===== src/rtl/mips_pkg.sv =====
// Shared encodings for the MEM stage: access sizes, access FSM states, lane helpers.
package mips_pkg;

  localparam logic [1:0] SZ_BYTE = 2'b00;
  localparam logic [1:0] SZ_HALF = 2'b01;
  localparam logic [1:0] SZ_WORD = 2'b10;

  typedef enum logic [1:0] {
    IDLE = 2'd0,
    BUSY = 2'd1,
    DONE = 2'd2
  } state_t;

  // The reserved size code 2'b11 falls into the default arms and behaves as a word.
  function automatic logic is_aligned(input logic [1:0] size, input logic [1:0] lo);
    case (size)
      SZ_BYTE: return 1'b1;
      SZ_HALF: return ~lo[0];
      default: return (lo == 2'b00);
    endcase
  endfunction

  function automatic logic [3:0] byte_en(input logic [1:0] size, input logic [1:0] lo);
    case (size)
      SZ_BYTE: return 4'b0001 << lo;
      SZ_HALF: return 4'b0011 << lo;
      default: return 4'b1111;
    endcase
  endfunction

  function automatic logic [31:0] lane_data(input logic [1:0] size, input logic [31:0] wdata);
    case (size)
      SZ_BYTE: return {4{wdata[7:0]}};
      SZ_HALF: return {2{wdata[15:0]}};
      default: return wdata;
    endcase
  endfunction

endpackage


===== src/rtl/load_align.sv =====
// Load formatter: picks the addressed byte/half of a bus word and zero/sign-extends it.
// Latency: combinational. Backpressure: none.
module load_align
  import mips_pkg::*;
(
  input  logic [31:0] i_rdata,
  input  logic [1:0]  i_addr,
  input  logic [1:0]  i_size,
  input  logic        i_unsigned,
  output logic [31:0] o_data
);

  logic [7:0]  w_byte;
  logic [15:0] w_half;

  always_comb begin
    w_byte = i_rdata[{i_addr, 3'b000} +: 8];
    w_half = i_addr[1] ? i_rdata[31:16] : i_rdata[15:0];
    case (i_size)
      SZ_BYTE: o_data = {{24{w_byte[7] & ~i_unsigned}}, w_byte};
      SZ_HALF: o_data = {{16{w_half[15] & ~i_unsigned}}, w_half};
      default: o_data = i_rdata;
    endcase
  end

endmodule


===== src/rtl/mem_access.sv =====
// MEM stage bus master: one load/store per request on a word bus; MEM_TIMEOUT_EN adds a bus watchdog.
// Latency: 3 cycles minimum (IDLE, BUSY, DONE). Backpressure: mem_stall held until ack (or timeout).
module mem_access
  import mips_pkg::*;
#(
  parameter int TIMEOUT_CYCLES = 16
) (
  input  logic        clk,
  input  logic        rst_n,
  input  logic        MEM_memread,
  input  logic        MEM_memwrite,
  input  logic [1:0]  MEM_size,
  input  logic        MEM_unsigned,
  input  logic [31:0] MEM_addr,
  input  logic [31:0] MEM_wdata,
  output logic [31:0] MEM_rdata,
  output logic        mem_stall,
  output logic        MEM_misalign,
  output logic        MEM_buserr,
  output logic        dmem_req,
  output logic        dmem_we,
  output logic [3:0]  dmem_be,
  output logic [31:0] dmem_addr,
  output logic [31:0] dmem_wdata,
  input  logic        dmem_ack,
  input  logic [31:0] dmem_rdata
);

  if (TIMEOUT_CYCLES < 1) begin : g_bad_timeout
    $error("TIMEOUT_CYCLES must be at least 1");
  end

  state_t      r_state;
  state_t      w_state_nxt;
  logic        w_op;
  logic        w_aligned;
  logic        w_start;
  logic        w_ack;
  logic        w_finish;
  logic [1:0]  r_lane;
  logic [1:0]  r_size;
  logic        r_unsigned;
  logic [31:0] w_load_data;

  assign w_op      = MEM_memread | MEM_memwrite;
  assign w_aligned = is_aligned(MEM_size, MEM_addr[1:0]);
  assign w_start   = (r_state == IDLE) & w_op & w_aligned;
  assign w_ack     = (r_state == BUSY) & dmem_ack;

  always_comb begin
    w_state_nxt  = r_state;
    mem_stall    = 1'b0;
    MEM_misalign = 1'b0;
    case (r_state)
      IDLE: begin
        MEM_misalign = w_op & ~w_aligned;
        if (w_start) begin
          mem_stall   = 1'b1;
          w_state_nxt = BUSY;
        end
      end
      BUSY: begin
        mem_stall = 1'b1;
        if (w_finish) w_state_nxt = DONE;
      end
      DONE:    w_state_nxt = IDLE;
      default: w_state_nxt = IDLE;
    endcase
  end

  always_ff @(posedge clk or negedge rst_n) begin
    if (!rst_n) r_state <= IDLE;
    else        r_state <= w_state_nxt;
  end

  // Size/sign/lane are captured at issue because inputs may change while BUSY.
  always_ff @(posedge clk or negedge rst_n) begin
    if (!rst_n) begin
      dmem_req   <= 1'b0;
      dmem_we    <= 1'b0;
      dmem_be    <= 4'b0000;
      dmem_addr  <= 32'h0;
      dmem_wdata <= 32'h0;
      MEM_rdata  <= 32'h0;
      r_lane     <= 2'b00;
      r_size     <= 2'b00;
      r_unsigned <= 1'b0;
    end else if (w_start) begin
      dmem_req   <= 1'b1;
      dmem_we    <= MEM_memwrite;
      dmem_be    <= byte_en(MEM_size, MEM_addr[1:0]);
      dmem_addr  <= {MEM_addr[31:2], 2'b00};
      dmem_wdata <= lane_data(MEM_size, MEM_wdata);
      r_lane     <= MEM_addr[1:0];
      r_size     <= MEM_size;
      r_unsigned <= MEM_unsigned;
    end else if (w_finish) begin
      dmem_req   <= 1'b0;
      dmem_we    <= 1'b0;
      dmem_be    <= 4'b0000;
      dmem_addr  <= 32'h0;
      dmem_wdata <= 32'h0;
      if (w_ack && !dmem_we) MEM_rdata <= w_load_data;
    end
  end

  load_align u_load_align (
    .i_rdata   (dmem_rdata),
    .i_addr    (r_lane),
    .i_size    (r_size),
    .i_unsigned(r_unsigned),
    .o_data    (w_load_data)
  );

`ifdef MEM_TIMEOUT_EN
  localparam int WDOG_W = $clog2(TIMEOUT_CYCLES + 1);

  logic [WDOG_W-1:0] r_wdog;
  logic              r_buserr;
  logic              w_tmo;

  // An ack in the final watchdog cycle still completes normally.
  assign w_tmo = (r_state == BUSY) & ~dmem_ack & (r_wdog == WDOG_W'(TIMEOUT_CYCLES - 1));

  always_ff @(posedge clk or negedge rst_n) begin
    if (!rst_n) begin
      r_wdog   <= '0;
      r_buserr <= 1'b0;
    end else begin
      r_buserr <= w_tmo;
      if ((r_state == BUSY) && !w_finish) r_wdog <= r_wdog + WDOG_W'(1);
      else                                r_wdog <= '0;
    end
  end

  assign MEM_buserr = r_buserr;
  assign w_finish   = w_ack | w_tmo;
`else
  assign MEM_buserr = 1'b0;
  assign w_finish   = w_ack;
`endif

endmodule


===== config.mk =====
export PLATFORM = sky130hd
export DESIGN_NAME = mem_access
export DESIGN_NICKNAME = d
export VERILOG_FILES = /design/src/rtl/mips_pkg.sv /design/src/rtl/load_align.sv /design/src/rtl/mem_access.sv
export SDC_FILE = /design/constraint.sdc
export NUM_CORES = 1
export LEC_CHECK = 0
export CAP_MARGIN = 20
export CELL_PAD_IN_SITES_DETAIL_PLACEMENT = 1
export CELL_PAD_IN_SITES_GLOBAL_PLACEMENT = 1
export CORE_ASPECT_RATIO = 1.25
export CORE_MARGIN = 1
export CORE_UTILIZATION = 34
export CTS_CLUSTER_SIZE = 20
export DETAILED_ROUTE_END_ITERATION = 6
export PLACE_DENSITY_LB_ADDON = 0.1
export SLEW_MARGIN = 20
export SYNTH_ARGS = -nofsm -noshare
export SYNTH_HDL_FRONTEND = slang
export SYNTH_SLANG_ARGS = --single-unit

===== constraint.sdc =====
create_clock -name clk -period 3.8 [get_ports clk]
set_clock_uncertainty 0.15 [all_clocks]
set_input_delay 0.76 -clock clk [delete_from_list [all_inputs] [get_ports clk]]
set_output_delay 0.76 -clock clk [all_outputs]
set_load 0.005 [all_outputs]

Word level (Yosys, flattened, before mapping) --
Cells that the tools add are included.
Word-level totals: bits in registers 109, output and inout bits 105, word-level logic and storage cells 57
Cells by class: equality and inequality tests 5, shift operators 3, mux-type cells 19, bitwise gates (word level) 11, reductions and logical operators 9
Operators with widths (count):
- $pmux W32 S2 | 2
- $mux W32 | 3
- $shiftx A32 B6 Y8 | 1
- $mux W16 | 1
- $logic_not A2 Y1 | 4
- $mux W4 | 2
- $pmux W4 S2 | 1
- $and A1 B1 Y1 | 6
- $eq A2 B1 Y1 const B | 3
- $mux W1 | 5
- $mux W2 | 2
- $ne A2 B2 Y1 const B | 2
- $not A1 Y1 | 4
- $pmux W1 S2 | 2
- $pmux W2 S2 | 1
- $shl A1 B2 Y4 const A | 1
- $shl A2 B2 Y4 const A | 1
- $reduce_and A3 Y1 | 1
- $reduce_and A2 Y1 | 1
- $reduce_bool A2 Y1 | 1
- $logic_and A1 B1 Y1 | 1
- $logic_not A1 Y1 | 1
- $or A1 B1 Y1 | 1

Longest topological paths before layout --
depth in word-level cells 5, depth in mapped cells 6

Modules after synthesis --
From an unflattened synthesis, not the netlist that was laid out.
Second synthesis, totals: cell total of the unflattened synthesis 520, area total of the unflattened synthesis 5541.6 um2
By module, submodules not included:
- mem_access | times used 1, cells each 398, area an instance 4847.1 um2
- load_align | times used 1, cells each 122, area an instance 694.4 um2

Worst setup path after synthesis --
OpenSTA, ideal clock, no wires.
kind input to output, start point input port MEM_size[1], end point output port mem_stall, arrival time 1522 ps, data required time 2890 ps, path slack 1368 ps, stages on the path 4, cells stage by stage nor2_4 o221ai_2 clkbuf_1 nand2_1
Between the ends: word-level cells in the longest chain between the ends 5, elaborated cells between the ends (all ways) 6
Ends and longest elaborated chain:
- start, declared | line mem_access.sv:12 | input logic [1:0] MEM_size,
- $eq A2 B1 Y1 or $logic_not A2 Y1 (tied branches) | line mips_pkg.sv:16 | case (size)
- $pmux W1 S2 * | line mips_pkg.sv:16
- $and A1 B1 Y1 * | line mem_access.sv:47 | assign w_start = (r_state == IDLE) & w_op & w_aligned;
- $mux W1 * | line mem_access.sv:57 | if (w_start) begin
- $pmux W1 S2 * | line mem_access.sv:54 | case (r_state)
- end, declared | line mem_access.sv:17 | output logic mem_stall,
Mark *: on every way between the ends. The rest lies on a longest branch, timed or not.

Worst setup path in the final report --
Same ends and word-level chain as after synthesis.

==> summary.md <==
| Metric | Value |
|---|---|
| Run status | `finished, violations left` |
| Failing checks | `design-rule violations` |
| Maximum VDD drop | `246.5 uV` |
| Fin cells | `891` |
| Port Buffer Count | `205` |
| Portion of the post-synthesis area used by sequential elements | `53.08%` |
| Initial core utilization | `34.87%` |
| Max incr delay on CP | `0.54 ns` |
| PostCTS Resize Cnt | `0` |
| Antenna violations before repair | `0` |
| Area of the core region | `14470 sq um` |
| Cell count after placement | `875` |
| Floorplan die width | `111.0 microns` |
| Cell repeated most along the worst path | `sky130_fd_sc_hd__clkdlybuf4s50_1` |
| Most used flip-flop cell after synthesis | `sky130_fd_sc_hd__dfrtp_1` |
| Remaining DRCs | `22` |
| CTS H-Tree Depth | `3` |
| Boundary pin count | `209` |
| Net Sw Power | `1.685 mW` |
| Clock sink count | `107` |
| Pwr per Cell Area | `665.7 nW/um^2` |
| Number of cells on the worst reg-to-reg path | `3` |
| Sw Share | `33.76%` |
| Required time of the critical path | `2.89 ns` |
| Max-cap viol count | `0` |
| Minimum clock period | `3.329 ns` |
| Sequential Power Share | `38.9%` |
| Share of layout cells above drive strength 1 | `6.311%` |
| Min Hold Slack | `0.2784 ns` |
| Number of enable-type register cells in the synthesized netlist | `0` |
| Fraction of the cycle the final worst path needs | `87.62%` |
| CTS buffer count | `9` |
| Antenna cell count | `0` |
| Total GRT Usage | `21.29%` |
| Headroom to the max-slew limit | `40.44%` |
| Site Rows | `49` |
| Total congestion overflow after global routing | `0` |
| Global-route wire length before repair | `25.85 mm` |
| Area added between synthesis and finish | `48.64%` |
| Fmax achieved | `300.4 MHz` |
| Number of fillers in the final layout | `1676` |
| Vias | `4521` |
| Flip-flop and latch count after synthesis | `107` |
| Final Routed Wirelength | `15.93 mm` |
| Total Power | `4.991 mW` |
| Crit Path Class | `input pin to primary output` |
| Share of async-settable or async-resettable flops after synthesis | `100.0%` |
| Total Die Area | `15330 sq um` |
| Worst-skew pair later-pin latency | `0.35 ns` |
| Total count of hold-check failures in the final report | `0` |
| Fin nets | `812` |
| Critical Path Source Type | `input pin` |
| Avg Cell Area, Syn | `9.664 sq um` |
| HPWL Detailed | `11.45 mm` |
| Number of iterations in the first detailed-routing pass | `6` |
| Tightest Hold Check Type | `input pin to async pin` |
| Final Setup Violations | `0` |
| Clk pwr share | `17.6%` |
| Critical-path top delay cell | `sky130_fd_sc_hd__clkdlybuf4s50_1` |
| Number of global-route vias before repair | `4826` |
| Cell count after synthesis | `522` |
| Cell-internal power | `3.306 mW` |
| Final max-slew violation count | `0` |
| Post-CTS clock slew at the launch and capture registers of the worst setup and hold paths | `0.07 ns` |
| Total number of yosys warnings | `0` |
| Vertical die dimension | `138.2 microns` |
| Worst EP arrival | `2.42 ns` |
| RSZ-0062 raised after global routing | `false` |
| Critical Path Sink Type | `primary output` |
| Cells along the critical path | `clkdlybuf4s50_1, a21oi_1, o221ai_4, nand2_1, clkdlybuf4s50_1` |
| Core Util, Final | `51.82%` |
| Number of unique standard cell types used by synthesis | `42` |
| Logic gate share of total power | `43.6%` |
| Worst Tran Pin Value | `0.8906 ns` |
| Global placement routability congestion | `0.7594` |
| Setup Total Neg Slack | `0 ns` |
| Clock tree buffer depth | `2` |
| Number of buffers inserted by hold repair at cts | `0` |
| CTS tree | `built` |
| Root buffer cell | `sky130_fd_sc_hd__clkbuf_16` |
| Vias per cell | `5.074` |
| Reported leakage power | `3.239 nW` |
| Count of buffers added by post-CTS timing repair for setup | `0` |
| Detailed-route wire length per cell | `17.88 microns` |
| Count of antenna-violating nets left after detailed routing | `0` |
| Post-synth design cell area | `5045 sq um` |
| Crit-path max FO | `4` |
| DRC marker count from the first detailed-route iteration | `147` |
| Maximum number of pins on one net before global-route repair | `142` |
==> synthesized netlist by cell type, drive strengths merged, types with 2 or more instances <==
cell / n / area [sq um]
nor2: 35 / 141.4
mux2i: 25 / 250.2
o31ai: 2 / 15.01
inv: 43 / 161.4
dfrtp: 107 / 2678
mux2: 11 / 123.9
nand2b: 4 / 25.02
nor4: 2 / 12.51
nor3b: 3 / 32.53
a221o: 7 / 70.07
buf: 26 / 141.4
a32oi: 7 / 61.31
a22oi: 7 / 52.55
o21ai: 79 / 395.4
nand2: 36 / 135.1
nor2b: 2 / 12.51
clkbuf: 16 / 60.06
nor3: 3 / 26.28
a21oi: 28 / 181.4
nand3: 67 / 335.3
==> final cells by class <==
| type | count | area (sq um) | share of cell area (%) |
|---|---|---|---|
| Timing Repair Buffer | 215 | 2150 | 28.67 |
| Inverter | 43 | 161.4 | 2.153 |
| Clock buffer | 12 | 236.5 | 3.154 |
| Clock inverter | 4 | 27.53 | 0.3671 |
| Sequential cell | 107 | 2678 | 35.71 |
| Tap cell | 178 | 222.7 | 2.970 |
| Multi-Input combinational cell | 332 | 2023 | 26.98 |
==> layout by cell type, fill, tap and decap left out, drive strengths merged, types with 3 or more instances in the layout <==
cell,n
nand2b,4
a221o,7
nor3b,3
mux2i,25
o21ai,79
clkbuf,12
a21oi,28
mux2,11
nand2,36
clkinvlp,3
nor2,35
clkdlybuf4s50,204
buf,11
inv,43
nand3,67
a22oi,7
a32oi,7
nor3,3
conb,3
dfrtp,107
==> path summary, 6_finish.rpt <==
path,slack [ns],startpoint,to
setup / recovery,0.47,MEM_size[1],mem_stall
setup reg to reg,1.37,r_lane[1],MEM_rdata[16]
hold / removal,0.28,rst_n,dmem_addr[5]
hold reg to reg,0.34,dmem_req,dmem_req
min in group clk,0.34,dmem_req,dmem_req
max in group asynchronous,2.44,rst_n,r_state[0]
==> metrics by stage <==
step,worst slack [ns],cell area [sq um]
after detailed placement,0.4520,7234
after global placement,0.4716,7234
after CTS,0.4468,7498
after floorplan,1.368,5052
after global routing,0.3648,7498
final,0.4706,7498
==> critical path, delay by kind of cell <==
kind	cells	cell delay, ns
compound gates	2	0.52
buf+inv	2	1.06
simple gates	1	0.08
==> flip-flops by register name (all words and copies together), names as in the netlist <==
register	count
dmem_be	4
r_lane	2
MEM_rdata	32
dmem_we	1
dmem_addr	30
r_state	2
dmem_req	1
r_size	2
dmem_wdata	32
r_unsigned	1
==> kinds of logic after synthesis <==
family | share of synthesized area [%]
flip-flops | 53.08
multiplexers | 7.862
AND/OR/NAND/NOR | 14.96
other | 0.07433
buffers and inverters | 7.192
XOR/XNOR | 0.1736
AO/OA/AOI/OAI | 16.67
==> power by group through the flow <==
| stage | combinational [mW] | clock (mW) | sequential (mW) |
|---|---|---|---|
| 2_1_floorplan | 0.903 | 0 | 1.92 |
| 5_1_grt | 2.37 | 0.949 | 2.01 |
| 4_1_cts | 2.21 | 0.903 | 1.95 |
| 3_3_place_gp | 2.14 | 0 | 1.93 |
| 3_5_place_dp | 2.19 | 0 | 1.96 |
| 6_report | 2.17 | 0.878 | 1.94 |
==> metal layers <==
metal | part of all wire [%] | up-vias | GRT usage [%]
met5 | 0 | - | 0
met2 | 51 | 119 | 37.57
met1 | 42 | 2221 | 25.31
met4 | 1.1 | 0 | 5.696
li1 | - | 2169 | -
met3 | 6.0 | 12 | 5.918
Note: power is estimated with default switching activity, not from simulation.
